<file path="config.mk">
export PLATFORM = sky130hd
export DESIGN_NAME = fetch_stage_flat
export DESIGN_NICKNAME = d
export VERILOG_FILES = /design/src/rtl/y86_pkg.sv /design/src/rtl/fetch_stage_if.sv /design/src/rtl/fetch_split.sv /design/src/rtl/fetch_stage.sv /design/src/flat_wrapper.sv
export SDC_FILE = /design/constraint.sdc
export NUM_CORES = 1
export LEC_CHECK = 0
export CAP_MARGIN = 0
export CORE_AREA = 2 2 195 197
export DETAILED_ROUTE_END_ITERATION = 12
export DIE_AREA = 0 0 197 199
export PLACE_DENSITY_LB_ADDON = 0.3
export REMOVE_ABC_BUFFERS = 1
export SYNTH_ARGS = -nofsm -noshare
export SYNTH_HDL_FRONTEND = slang
export SYNTH_SLANG_ARGS = --single-unit
export TNS_END_PERCENT = 10
</file>
<file path="constraint.sdc">
create_clock -name clk -period 7.99 [get_ports clk]
set_clock_uncertainty 0.15 [all_clocks]
set_input_delay 1.598 -clock clk [delete_from_list [all_inputs] [get_ports clk]]
set_output_delay 1.598 -clock clk [all_outputs]
set_load 0.02 [all_outputs]
</file>
<file path="src/rtl/y86_pkg.sv">
// y86_pkg: shared Y86-64 icodes, status codes and the D-register bubble value.
package y86_pkg;
    localparam logic [3:0] IHALT   = 4'h0;
    localparam logic [3:0] INOP    = 4'h1;
    localparam logic [3:0] IRRMOVQ = 4'h2;
    localparam logic [3:0] IIRMOVQ = 4'h3;
    localparam logic [3:0] IRMMOVQ = 4'h4;
    localparam logic [3:0] IMRMOVQ = 4'h5;
    localparam logic [3:0] IOPQ    = 4'h6;
    localparam logic [3:0] IJXX    = 4'h7;
    localparam logic [3:0] ICALL   = 4'h8;
    localparam logic [3:0] IRET    = 4'h9;
    localparam logic [3:0] IPUSHQ  = 4'hA;
    localparam logic [3:0] IPOPQ   = 4'hB;
    localparam logic [3:0] FNONE   = 4'h0;
    localparam logic [3:0] RNONE   = 4'hF;

    typedef enum logic [2:0] {
        SAOK = 3'd1,
        SHLT = 3'd2,
        SADR = 3'd3,
        SINS = 3'd4
    } stat_t;

    typedef struct packed {
        stat_t       stat;
        logic [3:0]  icode;
        logic [3:0]  ifun;
        logic [3:0]  ra;
        logic [3:0]  rb;
        logic [63:0] valc;
        logic [63:0] valp;
    } d_reg_t;

    localparam d_reg_t D_BUBBLE = '{SAOK, INOP, FNONE, RNONE, RNONE, 64'h0, 64'h0};
endpackage

</file>
<file path="src/rtl/fetch_stage_if.sv">
// fetch_stage_if: redirect/control inputs, instruction memory link and D-register outputs of the fetch stage.
interface fetch_stage_if;
    logic        F_stall;
    logic        D_stall;
    logic        D_bubble;
    logic [3:0]  M_icode;
    logic        M_Cnd;
    logic [63:0] M_valA;
    logic [3:0]  W_icode;
    logic [63:0] W_valM;
    logic [79:0] imem_bytes;
    logic        imem_error;
    logic [63:0] f_pc;
    logic [63:0] F_predPC;
    logic [2:0]  D_stat;
    logic [3:0]  D_icode;
    logic [3:0]  D_ifun;
    logic [3:0]  D_rA;
    logic [3:0]  D_rB;
    logic [63:0] D_valC;
    logic [63:0] D_valP;

    modport master (
        input  F_stall, D_stall, D_bubble, M_icode, M_Cnd, M_valA, W_icode, W_valM,
               imem_bytes, imem_error,
        output f_pc, F_predPC, D_stat, D_icode, D_ifun, D_rA, D_rB, D_valC, D_valP
    );

    modport slave (
        output F_stall, D_stall, D_bubble, M_icode, M_Cnd, M_valA, W_icode, W_valM,
               imem_bytes, imem_error,
        input  f_pc, F_predPC, D_stat, D_icode, D_ifun, D_rA, D_rB, D_valC, D_valP
    );
endinterface

</file>
<file path="src/rtl/fetch_split.sv">
// fetch_split: combinational decode of the 10-byte instruction window into fields and valP.
module fetch_split
    import y86_pkg::*;
(
    input  logic [63:0] f_pc,
    input  logic [79:0] imem_bytes,
    output logic [3:0]  icode,
    output logic [3:0]  ifun,
    output logic [3:0]  ra,
    output logic [3:0]  rb,
    output logic [63:0] valc,
    output logic [63:0] valp,
    output logic        need_regids,
    output logic        need_valc
);
    assign icode       = imem_bytes[7:4];
    assign ifun        = imem_bytes[3:0];
    assign need_regids = icode inside {IRRMOVQ, IIRMOVQ, IRMMOVQ, IMRMOVQ, IOPQ, IPUSHQ, IPOPQ};
    assign need_valc   = icode inside {IIRMOVQ, IRMMOVQ, IMRMOVQ, IJXX, ICALL};
    assign ra          = need_regids ? imem_bytes[15:12] : RNONE;
    assign rb          = need_regids ? imem_bytes[11:8] : RNONE;
    // Bytes are little-endian, so the constant word is a straight slice of the window.
    assign valc        = !need_valc ? 64'h0 : need_regids ? imem_bytes[79:16] : imem_bytes[71:8];
    assign valp        = f_pc + 64'd1 + {63'h0, need_regids} + (need_valc ? 64'd8 : 64'd0);
endmodule

</file>
<file path="src/rtl/fetch_stage.sv">
// fetch_stage: Y86-64 fetch with PC select, status classification, F predicted-PC and D pipeline registers.
module fetch_stage
    import y86_pkg::*;
#(
    parameter logic [63:0] RESET_PC   = 64'h0,
    parameter int          IMEM_BYTES = 1024
) (
    input logic           clk,
    input logic           rst_n,
    fetch_stage_if.master bus
);
    logic [63:0] f_pc, valc, valp, pred_pc, pred_q;
    logic [3:0]  s_icode, s_ifun, ra, rb, icode, ifun, len;
    logic        need_regids, need_valc, adr, ins;
    stat_t       stat;
    d_reg_t      d;

    assign f_pc = (bus.M_icode == IJXX && !bus.M_Cnd) ? bus.M_valA :
                  (bus.W_icode == IRET) ? bus.W_valM : pred_q;

    fetch_split u_split (
        .f_pc        (f_pc),
        .imem_bytes  (bus.imem_bytes),
        .icode       (s_icode),
        .ifun        (s_ifun),
        .ra          (ra),
        .rb          (rb),
        .valc        (valc),
        .valp        (valp),
        .need_regids (need_regids),
        .need_valc   (need_valc)
    );

    // 65-bit compare keeps a PC near 2^64 from wrapping past the bound.
    assign len  = 4'd1 + {3'h0, need_regids} + (need_valc ? 4'd8 : 4'd0);
    assign adr  = bus.imem_error || ({1'b0, f_pc} + 65'(len) > 65'(IMEM_BYTES));
    assign ins  = s_icode > IPOPQ;
    assign stat = adr ? SADR : ins ? SINS : (s_icode == IHALT) ? SHLT : SAOK;
    assign icode = adr ? INOP : s_icode;
    assign ifun  = adr ? FNONE : s_ifun;
    assign pred_pc = (icode == IJXX || icode == ICALL) ? valc : (stat != SAOK) ? f_pc : valp;

    always_ff @(posedge clk or negedge rst_n) begin
        if (!rst_n) pred_q <= RESET_PC;
        else if (!bus.F_stall) pred_q <= pred_pc;
    end

    always_ff @(posedge clk or negedge rst_n) begin
        if (!rst_n) d <= D_BUBBLE;
        else if (!bus.D_stall) d <= bus.D_bubble ? D_BUBBLE : '{stat, icode, ifun, ra, rb, valc, valp};
    end

    assign bus.f_pc     = f_pc;
    assign bus.F_predPC = pred_q;
    assign bus.D_stat   = d.stat;
    assign bus.D_icode  = d.icode;
    assign bus.D_ifun   = d.ifun;
    assign bus.D_rA     = d.ra;
    assign bus.D_rB     = d.rb;
    assign bus.D_valC   = d.valc;
    assign bus.D_valP   = d.valp;
endmodule

</file>
<file path="src/flat_wrapper.sv">
// flat-port wrapper written by rule: the top's interface ports become plain ports
module fetch_stage_flat import y86_pkg::*;
#(
    parameter logic [63:0] RESET_PC   = 64'h0,
    parameter int          IMEM_BYTES = 1024
)
  (clk, rst_n, bus_F_stall, bus_D_stall, bus_D_bubble, bus_M_icode, bus_M_Cnd, bus_M_valA, bus_W_icode, bus_W_valM, bus_imem_bytes, bus_imem_error, bus_f_pc, bus_F_predPC, bus_D_stat, bus_D_icode, bus_D_ifun, bus_D_rA, bus_D_rB, bus_D_valC, bus_D_valP);
  fetch_stage_if bus_i ();
  input logic clk;
  input logic rst_n;
  input wire logic [$bits(bus_i.F_stall)-1:0] bus_F_stall;
  input wire logic [$bits(bus_i.D_stall)-1:0] bus_D_stall;
  input wire logic [$bits(bus_i.D_bubble)-1:0] bus_D_bubble;
  input wire logic [$bits(bus_i.M_icode)-1:0] bus_M_icode;
  input wire logic [$bits(bus_i.M_Cnd)-1:0] bus_M_Cnd;
  input wire logic [$bits(bus_i.M_valA)-1:0] bus_M_valA;
  input wire logic [$bits(bus_i.W_icode)-1:0] bus_W_icode;
  input wire logic [$bits(bus_i.W_valM)-1:0] bus_W_valM;
  input wire logic [$bits(bus_i.imem_bytes)-1:0] bus_imem_bytes;
  input wire logic [$bits(bus_i.imem_error)-1:0] bus_imem_error;
  output wire logic [$bits(bus_i.f_pc)-1:0] bus_f_pc;
  output wire logic [$bits(bus_i.F_predPC)-1:0] bus_F_predPC;
  output wire logic [$bits(bus_i.D_stat)-1:0] bus_D_stat;
  output wire logic [$bits(bus_i.D_icode)-1:0] bus_D_icode;
  output wire logic [$bits(bus_i.D_ifun)-1:0] bus_D_ifun;
  output wire logic [$bits(bus_i.D_rA)-1:0] bus_D_rA;
  output wire logic [$bits(bus_i.D_rB)-1:0] bus_D_rB;
  output wire logic [$bits(bus_i.D_valC)-1:0] bus_D_valC;
  output wire logic [$bits(bus_i.D_valP)-1:0] bus_D_valP;
  assign bus_i.F_stall = bus_F_stall;
  assign bus_i.D_stall = bus_D_stall;
  assign bus_i.D_bubble = bus_D_bubble;
  assign bus_i.M_icode = bus_M_icode;
  assign bus_i.M_Cnd = bus_M_Cnd;
  assign bus_i.M_valA = bus_M_valA;
  assign bus_i.W_icode = bus_W_icode;
  assign bus_i.W_valM = bus_W_valM;
  assign bus_i.imem_bytes = bus_imem_bytes;
  assign bus_i.imem_error = bus_imem_error;
  assign bus_f_pc = bus_i.f_pc;
  assign bus_F_predPC = bus_i.F_predPC;
  assign bus_D_stat = bus_i.D_stat;
  assign bus_D_icode = bus_i.D_icode;
  assign bus_D_ifun = bus_i.D_ifun;
  assign bus_D_rA = bus_i.D_rA;
  assign bus_D_rB = bus_i.D_rB;
  assign bus_D_valC = bus_i.D_valC;
  assign bus_D_valP = bus_i.D_valP;
  fetch_stage #(.RESET_PC(RESET_PC), .IMEM_BYTES(IMEM_BYTES)) u_core (.clk(clk), .rst_n(rst_n), .bus(bus_i));
endmodule
</file>
==> impl_metrics.csv, run 1 <==
group,metric,value,unit
finish,final_common_cell,"clkdlybuf4s50_1",
sta,worst_slew_margin_rel,0.156,
synth,synth_top_family_by_area,"simple AND/OR/NAND/NOR gates",
clocking,post-cts-setup-buffers,0,
die,num_rows,71,
critical_path,critPathKind,"in -> reg",
synth,synth_compound_area_frac,0.199,
sta,worstMarginPinSlew,1.27,ns
grt,grt_use_total,0.355,
critical_path,r2r_cells,16,
sta,fin_crit_sh,0.886,
finish,final_nets,2434,
die,die_area,0.0392,mm2
critical_path,cp-start-kind,"primary input",
synth,syn_area_per_cell,8.53,um2
placement,portBuffers,497,
placement,dp_hpwl,55100,um
clocking,cts_sinks,211,
synth,synthSimpleGateAreaFrac,0.233,
drt,vias,16300,
critical_path,rr_startpoint,"u_core.bus.F_predPC[3]$_DFFE_PN0N_",
grt,grt_pass1_vias,16000,
sta,finalCriticalPeriod,7.08,ns
synth,synth_fa_ha_area_frac,0.00339,
power,powerDensity,207,mW/mm2
grt,grt_max_degree,108,
critical_path,critPathMaxFanout,34,
synth,yosysWarnings,0,
critical_path,required,8.30,ns
critical_path,rr_endpoint,"u_core.bus.F_predPC[9]$_DFFE_PN0N_",
synth,synth-edff-count,0,
drt,drt_iter0_markers,1405,
critical_path,arrival,7.39,ns
hold_path,hold_class,"reg -> reg",
finish,n_antenna_cell,0,
die,die_w,197,um
clocking,cts_buffers,25,
power,p_leak,8.60,nW
run,maxCapViolCount,0,
drt,drc,0,
clocking,clockBufferDepth,3,
grt,antenna_found_initial,0,
clocking,cts_tree,"yes",
run_status,status,"finished clean",
sta,rsz0062_at_grt,"no",
finish,syn_to_final_growth,43.1,%
hold_path,hp-start,"u_core.bus.D_rA[2]$_DFFE_PN1N_",
sta,setup_viol_count_final,0,
hold_path,min_to,"u_core.bus.D_rA[2]$_DFFE_PN1N_",
critical_path,worst-r2r-setup-slack,2.87,ns
power,p_total,0.00437,W
synth,ys_ff_latch,211,
finish,fin_util,0.569,
synth,ys_dominant_reg_cell,"dfrtp_1",
synth,synthCells,1731,
finish,fill_cells,3406,
synth,seq_area_frac_synth,0.358,
clocking,post_cts_resize_count,0,
synth,ys_async_sr_fraction,1.00,
clocking,root_buffer,"clkbuf_16",
drt,wire_per_inst,26.4,um
sta,max_freq,141,MHz
synth,synth_xor_area_frac,0.0510,
drt,ant_nets,0,
synth,synth_mux_area_frac,0.0994,
critical_path,crit_path_end_kind,"register",
die,start_util,0.398,
die,die_h,199,um
finish,final_cell_mix,"clkdlybuf4s50_1, nand2_1, dfrtp_1, mux2i_1, nor2_1",
clocking,path_clk_slew,0.06,ns
drt,drt-total-wl,71100,um
grt,overflow,0,
drt,dr.pass1.iters,5,
sta,maxSlewViolCount,0,
power,ir_worst_vdd,0.134,mV
hold_path,whs_path_depth,2,
clocking,clkLatencyLatePin,0.55,ns
synth,netlist_area,0.0148,mm2
die,coreArea,0.0371,mm2
clocking,hold_buffers,0,
grt,grt_pass1_wl,105000,um
clocking,htreeDepth,1,
die,ios,498,
synth,synth.distinct_cells,96,
sta,hold_violations,0,
drt,vias_per_cell,6.03,
finish,layout-drive-gt1-share,0.0899,
placement,gp_congestion,0.999,
per-stage QoR:
stage	area [um2]	hold slack, ns	setup TNS, ns	setup WS [ns]	cells
2_1_floorplan	14100	0.348	-284.55	-3.47	1614
3_3_place_gp	20300	0.304	0	0.573	2654
3_5_place_dp	20300	0.305	0	0.468	2654
5_1_grt	21100	0.334	0	0.643	2698
4_1_cts	21100	0.315	0	1.02	2698
6_report	21100	0.311	0	0.909	2698
layout make-up:
cell class	instances	area (um2)	area share
well taps	474	593	0.0281
clock inverters	8	123	0.00580
inverters	45	169	0.00799
repair buffers	566	5550	0.263
multi-input cells	1358	8690	0.411
clock buffers	36	717	0.0339
flip-flops and latches	211	5290	0.250
per-layer routing:
metal,wire length (um),global-route usage
met5,0,0
met4,2260,0.106
met3,6040,0.0590
met2,33500,0.595
met1,29300,0.472
synth_stat cells (19+ instances only):
cell type  number  area [um2]
clkbuf_1       62         233
xnor2_1        60         526
inv_1          40         150
a21oi_1        89         445
mux2i_1       127        1270
nand3_1        79         395
nor2_1        127         477
nor3_1         56         280
a22o_1         72         631
dfrtp_1       201        5030
a211oi_1       19         143
o21ai_0        87         435
xor2_1         26         228
nand4_1        28         175
o21ai_1        83         415
nand2_1       239         897
flip-flops by register name, indices dropped and copies added (netlist names):
register,cells
u_core.bus.D_valC,64
u_core.bus.D_rB,4
u_core.bus.D_stat,3
u_core.bus.F_predPC,64
u_core.bus.D_icode,4
u_core.bus.D_valP,64
u_core.bus.D_ifun,4
u_core.bus.D_rA,4
worst max-delay path by stage:
stage	to	depth (start not counted)	slack, ns	startpoint
global placement	u_core.bus.F_predPC[9]$_DFFE_PN0N_	19	0.57	bus_W_icode[0]
finish	u_core.bus.F_predPC[9]$_DFFE_PN0N_	19	0.91	bus_W_icode[0]
global route	u_core.bus.F_predPC[9]$_DFFE_PN0N_	19	0.64	bus_W_icode[0]
floorplan	u_core.bus.F_predPC[8]$_DFFE_PN0N_	14	-3.47	bus_imem_bytes[5]
detailed placement	u_core.bus.F_predPC[9]$_DFFE_PN0N_	19	0.47	bus_W_icode[0]
CTS	u_core.bus.F_predPC[9]$_DFFE_PN0N_	19	1.02	bus_W_icode[0]
critical path, cell delays in order:
cell and delay (ns):
clkdlybuf4s50_1 0.53, and4bb_2 0.48, buf_4 0.25, mux2i_1 0.08
o21ai_0 0.30, ha_1 0.50, inv_1 0.08, a211oi_1 0.27
a31o_2 0.19, a21oi_4 0.10, nand4bb_1 0.37, or4b_1 0.51
o21ai_0 0.35, nand4_1 0.20, or4_4 0.49, nor3_4 0.22
buf_4 0.46, a21oi_1 0.15, a32oi_1 0.23
logic make-up (layout without fill, tap and decap cells):
logic type	after synthesis	in the layout
AO/OA/AOI/OAI	453	453
multiplexers	142	142
buffers and inverters	162	655
XOR/XNOR	86	86
adder cells (fa/ha/maj)	4	4
flip-flops	211	211
AND/OR/NAND/NOR	673	673
power by group:
group          total (W)  leakage, nW  switching, W  internal [W]
Clock            0.00120        0.414      0.000479      0.000717
Sequential       0.00132         2.78      0.000123       0.00120
Combinational    0.00185         5.41       0.00108      0.000771
Power figures use the tool's default switching activity.
==> run 2, diff against run 1 <==
--- a/config.mk
+++ b/config.mk
@@ -5,6 +5,7 @@
 export SDC_FILE = /design/constraint.sdc
 export NUM_CORES = 1
 export LEC_CHECK = 0
+export ABC_CLOCK_PERIOD_IN_PS = 7990
 export CAP_MARGIN = 0
 export CORE_AREA = 2 2 195 197
 export DETAILED_ROUTE_END_ITERATION = 12
==> results of run 2 <==
No change in the layout: final DEF, timing and power equal those of run 1.
==> edit, RTL diff (flow settings as in run 1) <==
`IMEM_BYTES` is set to 1024 in 2 places; all go to 768.
--- a/src/rtl/fetch_stage.sv
+++ b/src/rtl/fetch_stage.sv
@@ -4,5 +4,5 @@
 #(
     parameter logic [63:0] RESET_PC   = 64'h0,
-    parameter int          IMEM_BYTES = 1024
+    parameter int          IMEM_BYTES = 768
 ) (
     input logic           clk,
--- a/src/flat_wrapper.sv
+++ b/src/flat_wrapper.sv
@@ -3,5 +3,5 @@
 #(
     parameter logic [63:0] RESET_PC   = 64'h0,
-    parameter int          IMEM_BYTES = 1024
+    parameter int          IMEM_BYTES = 768
 )
   (clk, rst_n, bus_F_stall, bus_D_stall, bus_D_bubble, bus_M_icode, bus_M_Cnd, bus_M_valA, bus_W_icode, bus_W_valM, bus_imem_bytes, bus_imem_error, bus_f_pc, bus_F_predPC, bus_D_stat, bus_D_icode, bus_D_ifun, bus_D_rA, bus_D_rB, bus_D_valC, bus_D_valP);
Formal check against the unedited RTL: not equivalent (Yosys sat finds a counterexample within 4 cycles, from zero or initial values and one cycle with rst_n low).
==> edit against run 1 <==
  * Sequential share of layout area shrank 0.81 points
  * Clock power rose by 9%
  * Count of clock-buffer cells in the layout down 3
  * Area after synthesis increased by 4.5%
  * Design area is 3.4% higher
  * Synthesized cell count up 8.0%
  * Total power is 9.0% higher
  * Critical path depth fell by 1
  * Sequential cell count unchanged
  * Die area unchanged
  * Routed wire length rose by 15%
  * Worst setup slack lost 0.084 ns
==> edit: results (changes against run 1) <==
[global_routing]
grt_pass1_wl_um = 118000  ; was 105000 um
grtUsageMet2_pct = 67.8  ; was 59.5%
grt_start_max_net_pins = 85  ; was 108
use_met1_pct = 50.1  ; was 47.2%
antenna_found_initial = 9  ; was 0
grt_util_met3_pct = 8.31  ; was 5.90%

[finish]
buffers_excl_clock = 567  ; was 566
area_growth_pct = 41.6  ; was 43.1%
clkCellAreaFrac_pct = 4.22  ; was 3.97%
num-clock-buffers = 33  ; was 36
multi_input_area_share_pct = 42.8  ; was 41.1%
fillers = 3276  ; was 3406
n_all_inverters = 40  ; was 45
nNetsFinal = 2546  ; was 2434
n_antenna_cell = 6  ; was 0
final_util_pct = 58.8  ; was 56.9%
multi_input_cells = 1474  ; was 1358
seqAreaFraction_pct = 24.2  ; was 25.0%

[yosys]
synth_cell_types = 94  ; was 96
ys_seq_area_share_pct = 34.3  ; was 35.8%
synth.area.top_cells = dfrtp_1 (33%), mux2i_1 (8.0%), nand2_1 (7.0%)  ; was dfrtp_1 (34%), mux2i_1 (8.6%), nand2_1 (6.1%)
synthAdderAreaFrac_pct = 0.324  ; was 0.339%
synth_compound_area_share_pct = 21.6  ; was 19.9%
synth_commonest_cells = nand2_1 (288), dfrtp_1 (201), nand3_1 (130), mux2i_1 (123), nor2_1 (118)  ; was nand2_1 (239), dfrtp_1 (201), mux2i_1 (127), nor2_1 (127), a21oi_1 (89)
synthMuxAreaShare_pct = 8.80  ; was 9.94%
synth_xor_area_share_pct = 4.94  ; was 5.10%

[power]
power_density_mw_per_mm2 = 218  ; was 207 mW/mm2
worst_ir_drop_vdd_mv = 0.174  ; was 0.134 mV
p_leak_nw = 8.75  ; was 8.60 nW

[setup_path]
cp_slowest_stage_delay_ns = 0.62  ; was 0.53 ns
endpoint = u_core.bus.D_stat[2]  ; was u_core.bus.F_predPC[9]
rrSetupSlack_ns = 2.52  ; was 2.87 ns
rr_startpoint = u_core.bus.F_predPC[0]  ; was u_core.bus.F_predPC[3]
critPathMaxFanout = 39  ; was 34
crit_slowest_cell = or4_1  ; was clkdlybuf4s50_1
crit_arrival_ns = 7.50  ; was 7.39 ns

[placement]
place_congestion = 1.01  ; was 0.999
post-dp-hpwl_um = 62500  ; was 55100 um
place_inst = 2766  ; was 2654

[routing]
met2_length_um = 37700  ; was 33500 um
met3WireLength_um = 7690  ; was 6040 um
drtIter0Drc = 1771  ; was 1405
num_vias = 17920  ; was 16273
met1_length_um = 31300  ; was 29300 um
drt_wl_total_um = 81600  ; was 71100 um
top_layer = met5  ; was met4

[clock_network]
insertion_delay_ns = 0.57  ; was 0.55 ns

[run_status]
status = finished clean  ; unchanged

[sta]
relSlewSlack_pct = 29.0  ; was 15.6%

-- edit: worst min path at each step --
stage / endpoint / cells past startpoint / slack [ns] / startpoint
2_1_floorplan: u_core.bus.D_rA[0] / 2 / 0.35 / u_core.bus.D_rA[0]
3_3_place_gp: u_core.bus.D_rB[1] / 2 / 0.30 / u_core.bus.D_rB[1]
3_5_place_dp: u_core.bus.D_rA[0] / 2 / 0.31 / u_core.bus.D_rA[0]
4_1_cts: u_core.bus.D_rA[0] / 2 / 0.32 / u_core.bus.D_rA[0]
5_1_grt: u_core.bus.D_rA[1] / 2 / 0.34 / u_core.bus.D_rA[1]
6_report: u_core.bus.D_rB[1] / 2 / 0.32 / u_core.bus.D_rB[1]
-- edit: worst min-delay path, stage by stage, from the launching register on --
cell,delay [ns]
dfstp_2,0.37
inv_1,0.04
a21oi_1,0.06
-- edit: power by group --
part,switching [mW],internal [mW]
Clock,0.524,0.789
Combinational,1.26,0.843
Sequential,0.146,1.20
